### config.mk
export PLATFORM = sky130hd
export DESIGN_NAME = data_bus_ctrl
export DESIGN_NICKNAME = d
export VERILOG_FILES = /design/src/rtl/data_bus_ctrl.sv
export SDC_FILE = /design/constraint.sdc
export NUM_CORES = 2
export LEC_CHECK = 0
export CORE_MARGIN = 2
export CORE_UTILIZATION = 30
export DETAILED_ROUTE_END_ITERATION = 10
export PLACE_DENSITY = 0.43
export SLEW_MARGIN = 20
export SYNTH_ARGS = -nofsm -noshare
export SYNTH_HDL_FRONTEND = slang
export SYNTH_SLANG_ARGS = --single-unit
### constraint.sdc
create_clock -name clk -period 6.7 [get_ports clk]
set_input_delay 1.34 -clock clk [delete_from_list [all_inputs] [get_ports clk]]
set_output_delay 1.34 -clock clk [all_outputs]
set_load 0.02 [all_outputs]
### src/rtl/data_bus_ctrl.sv
// Data-side bus controller: decodes core loads/stores into a word RAM, an LED
// register, a free-running cycle counter and a valid/ready transmit FIFO.
module data_bus_ctrl #(
  parameter int RAM_WORDS  = 64,
  parameter int FIFO_DEPTH = 4
) (
  input  logic        clk,
  input  logic        reset,
  input  logic        MemWrite,
  input  logic [31:0] ALUResult,
  input  logic [31:0] WriteData,
  output logic [31:0] ReadData,
  output logic [7:0]  leds,
  output logic [31:0] tx_data,
  output logic        tx_valid,
  input  logic        tx_ready
);

  localparam int AW = (RAM_WORDS > 1) ? $clog2(RAM_WORDS) : 1;
  localparam int PW = (FIFO_DEPTH > 1) ? $clog2(FIFO_DEPTH) : 1;
  localparam logic [2:0] DEPTH_C = 3'(FIFO_DEPTH);

  logic [31:0]   r_ram [RAM_WORDS];
  logic [7:0]    r_leds;
  logic [31:0]   r_cnt;
  logic [31:0]   r_fifo [FIFO_DEPTH];
  logic [PW-1:0] r_rd_ptr;
  logic [PW-1:0] r_wr_ptr;
  logic [2:0]    r_count;
  logic          r_ovf;

  logic [29:0]   w_word;
  logic [5:0]    w_ram_idx;
  logic          w_ram_hit;
  logic          w_sel_led;
  logic          w_sel_cnt;
  logic          w_sel_push;
  logic          w_sel_stat;
  logic          w_empty;
  logic          w_full;
  logic          w_push;
  logic          w_pop;
  logic          w_accept;
  logic          w_drop;
  logic [31:0]   w_status;

  // Full 32-bit decode; anything outside the window reads 0 and ignores stores.
  assign w_word     = ALUResult[31:2];
  assign w_ram_idx  = ALUResult[7:2];
  assign w_ram_hit  = (ALUResult[31:8] == 24'h0) && ({26'b0, w_ram_idx} < 32'(RAM_WORDS));
  assign w_sel_led  = (w_word == 30'h400);
  assign w_sel_cnt  = (w_word == 30'h401);
  assign w_sel_push = (w_word == 30'h402);
  assign w_sel_stat = (w_word == 30'h403);

  assign w_empty  = (r_count == 3'd0);
  assign w_full   = (r_count == DEPTH_C);
  assign w_push   = MemWrite && w_sel_push;
  assign w_pop    = tx_valid && tx_ready;
  assign w_accept = w_push && (!w_full || w_pop);
  assign w_drop   = w_push && !w_accept;
  assign w_status = {26'b0, r_ovf, r_count, w_full, w_empty};

  assign leds     = r_leds;
  assign tx_valid = !w_empty;
  assign tx_data  = w_empty ? 32'h0 : r_fifo[r_rd_ptr];

  always_comb begin
    ReadData = 32'h0;
    if (w_ram_hit)       ReadData = r_ram[w_ram_idx[AW-1:0]];
    else if (w_sel_led)  ReadData = {24'h0, r_leds};
    else if (w_sel_cnt)  ReadData = r_cnt;
    else if (w_sel_stat) ReadData = w_status;
  end

  // Storage arrays carry no reset; emptiness is tracked by r_count alone.
  always_ff @(posedge clk) begin
    if (MemWrite && w_ram_hit) r_ram[w_ram_idx[AW-1:0]] <= WriteData;
    if (w_accept)              r_fifo[r_wr_ptr] <= WriteData;
  end

  always_ff @(posedge clk or negedge reset) begin
    if (!reset) begin
      r_leds <= 8'h0;
      r_cnt  <= 32'h0;
    end else begin
      if (MemWrite && w_sel_led) r_leds <= WriteData[7:0];
      r_cnt <= (MemWrite && w_sel_cnt) ? 32'h0 : r_cnt + 32'h1;
    end
  end

  always_ff @(posedge clk or negedge reset) begin
    if (!reset) begin
      r_rd_ptr <= '0;
      r_wr_ptr <= '0;
      r_count  <= 3'd0;
      r_ovf    <= 1'b0;
    end else begin
      if (w_pop)    r_rd_ptr <= r_rd_ptr + 1'b1;
      if (w_accept) r_wr_ptr <= r_wr_ptr + 1'b1;
      case ({w_accept, w_pop})
        2'b10:   r_count <= r_count + 3'd1;
        2'b01:   r_count <= r_count - 3'd1;
        default: r_count <= r_count;
      endcase
      // A dropped push wins over a clearing store to the status register.
      if (w_drop)                     r_ovf <= 1'b1;
      else if (MemWrite && w_sel_stat) r_ovf <= 1'b0;
    end
  end

endmodule

==> results.py <==
metrics = {
    "floorplan": {
        "die_h_um": 541,
        "die-width_um": 541,
        "start_util": 0.301,
        "num_rows": 197,
        "design.portCount": 141,
        "core_area_um2": 287000,
        "dieArea_um2": 292000,
    },
    "clocking": {
        "cts_tree": "done",
        "cts_max_path_buffers": 4,
        "htree_num_levels": 4,
        "cts-resized-gates": 1,
        "cts_setup_buffers": 0,
        "cts.hold.buffers_added": 0,
        "numCtsBuffers": 240,
        "clk-insertion-delay-late_ns": 0.90,
        "path_clk_slew_ns": 0.06,
        "cts.sinks": 2224,
        "clockRootBuffer": "clkbuf_16",
    },
    "sta": {
        "relSlewSlack": 0.180,
        "fin_crit_ns": 6.63,
        "fmax_mhz": 151,
        "tightest_slew_ns": 1.22,
        "hold_viol_final": 0,
        "final_max_slew_viol_count": 0,
        "hold_ws_ns": 0.489,
        "finalCritPeriodShare": 0.990,
        "finalSetupViolations": 0,
        "rsz0062_at_grt": "false",
        "skew_ns": 0.0245,
    },
    "final_layout": {
        "nets": 5362,
        "fin_area_um2": 104000,
        "drive_above_1_share": 0.238,
        "area_growth_pct": 20.0,
    },
    "yosys": {
        "ys_ff_latch": 2224,
        "ys_seq_area_frac": 0.770,
        "synth_ff_type": "edfxtp_1",
        "synth_nets": 4767,
        "async_flop_share": 0.0216,
        "yosysUniqueCellTypes": 72,
        "avgSynthCellArea_um2": 18.4,
        "yosys.area.top_type_share": 0.756,
        "yosys_warnings": 0,
        "synth_edf_count": 2176,
        "synth_area_um2": 86400,
        "synthTopCellsByArea": "edfxtp_1 (76%), mux2i_1 (4.3%), mux4_2 (4.2%)",
        "synth_top_area_cell": "edfxtp_1",
        "synthCells": 4693,
    },
    "routing": {
        "wl_met3_um": 24900,
        "met1Wirelength_um": 147000,
        "vias": 51000,
        "drtIter0Drc": 6841,
        "wirelength_um": 343000,
        "wl_met2_um": 160000,
        "drc": 0,
        "drt_first_pass_iters": 6,
        "viasPerCell": 5.49,
        "postRouteAntennaNets": 0,
        "top_layer_used": "met5",
        "wl_per_cell_um": 37.0,
    },
    "global_route": {
        "grt.overflow.total": 0,
        "grt_usage": 0.229,
        "grt_pass1_wl_um": 456000,
        "grt_pass1_vias": 48900,
        "grt_max_degree": 70,
        "antenna_found_initial": 39,
    },
    "critical_path": {
        "critPathTopFamily": "buffers and inverters",
        "cp-start-kind": "input port",
        "crit_cells": 13,
        "cp_num_buf_inv": 6,
        "slowest_delay_ns": 0.69,
        "cp_max_fo": 31,
        "critPathArrivalTime_ns": 5.29,
        "crit_type": "in2out",
        "cp_cell_sequence": "buf_8 > buf_12 > nor2b_4 > buf_12 > buf_4 > a21oi_1 > o21ai_0 > a21oi_1 > buf_4 > o22ai_1 > nor3_1 > o22ai_1 > clkdlybuf4s50_1",
        "slowest_stage": "nor3_1",
        "r2r_cells": 9,
        "endpoint_kind": "output pin",
        "worstPathRequired_ns": 5.36,
    },
    "pwr": {
        "report.power.total_uw": 30100,
        "p_per_area_nw_per_um2": 290,
        "irDropWorstVdd_mv": 0.233,
        "power_leakage_uw": 0.0337,
    },
    "outcome": {
        "status": "completed",
    },
    "hold_path": {
        "hold_path_class": "reg2reg",
        "hold_depth": 1,
    },
    "placed_design": {
        "hpwl_um": 216000,
        "place_area_um2": 96300,
        "gp_congestion": 0.903,
        "numPortBuffers": 138,
    },
    "flow_run": {
        "drv_cap": 0,
    },
}
-- metrics by stage --
stage / util / worst slack [ns] / TNS, ns / instances
4_1_cts: 0.361 / 0.179 / 0 / 9265
2_1_floorplan: - / 2.06 / 0 / 4693
5_1_grt: 0.361 / 0.0829 / 0 / 9266
3_3_place_gp: 0.335 / -0.0748 / -0.0955 / 8827
3_5_place_dp: 0.335 / -0.0552 / -0.0552 / 8827
6_report: 0.361 / 0.0672 / 0 / 9277
-- synth_stat cells (5+ instances only) --
cell type / instances
nand2b_1: 6
xnor2_1: 10
buf_2: 119
and2_1: 41
nand4_1: 17
nor2b_1: 7
dfrtp_1: 48
o22a_1: 9
a21oi_1: 116
and4_1: 6
buf_4: 42
nor4_1: 15
nor3_1: 14
o22ai_1: 141
or2_2: 6
o2bb2ai_1: 8
nand2_1: 142
o21ai_0: 141
buf_1: 24
o221ai_1: 16
a22o_1: 45
mux2_2: 123
a31oi_1: 13
nand3_1: 42
edfxtp_1: 2176
mux2i_1: 369
xor2_1: 26
o211ai_1: 10
buf_6: 33
a22oi_1: 158
a221o_1: 32
or3_1: 5
and3_1: 11
a211oi_1: 11
ha_1: 5
mux4_2: 160
nor2_1: 210
clkbuf_1: 93
a221oi_1: 178
a222oi_1: 10
-- worst paths after layout --
check	slack [ns]	endpoint	startpoint
max	0.07	ReadData[5]	ALUResult[2]
min	0.49	r_cnt[0]	r_cnt[0]
max reg2reg	4.17	r_count[1]	r_count[2]
min reg2reg	0.49	r_cnt[0]	r_cnt[0]
max in group asynchronous	5.63	r_rd_ptr[0]	reset
min in group asynchronous	0.57	r_cnt[24]	reset
-- power by group --
part,internal [uW],switching [uW],total [uW]
registers,15300,7.57,15300
clock network,7100,5580,12700
logic,663,1450,2110
total,23000,7040,30100
-- kinds of logic after synthesis --
family | count (synthesis) | share of synthesized area
flops | 2224 | 0.770
compound gates | 914 | 0.0751
buf+inv | 319 | 0.0205
simple gates | 538 | 0.0286
mux | 656 | 0.101
xor+xnor | 36 | 0.00365
fa+ha+maj | 6 | 0.000956
-- registers in the layout, indices dropped and copies added, names as in the netlist --
signal	cells
r_fifo	128
r_wr_ptr	2
r_cnt	32
r_ram	2048
r_count	3
r_ovf	1
leds	8
r_rd_ptr	2
-- cells in the final DEF (no fill, tap or decap), types with 9 or more instances in the layout --
master and instances:
xor2_1 26, a221o_1 32, a21oi_1 116, dfrtp_1 47, a22oi_1 158, a222oi_1 10
mux2_2 123, a22o_1 45, o22ai_1 140, nor2_1 142, a211oi_1 11, nand3_1 41
and2_1 35, nand2_1 139, nor3_1 13, nor2_4 67, mux2i_1 369, a221oi_1 178
buf_12 88, clkbuf_16 242, a31oi_1 13, xnor2_1 10, clkinv_1 59, diode_2 12
nand4_1 17, o211ai_1 10, mux4_2 160, o21ai_0 138, o22a_1 9, bufinv_16 13
edfxtp_1 2176, clkinv_2 50, buf_4 476, o221ai_1 16, and3_1 11, nor4_1 13
clkdlybuf4s50_1 83, buf_2 16, clkbuf_1 60
-- routing by layer --
metal	GRT usage	vias up
met5	0	-
met4	0.0705	10
met3	0.0363	453
met2	0.367	2364
met1	0.320	27700
li1	-	20500
-- final cells by class --
cell class              instances  area [um2]
clock inverters               136        1030
inverters                       6        31.3
clock buffers                 302        6280
repair buffers                666        6290
fillers                     26900      184000
flip-flops and latches       2224       66500
well taps                    3781        4730
multi-input cells            2150       18700
diodes                         12        30.0
Power figures use the tool's default switching activity.
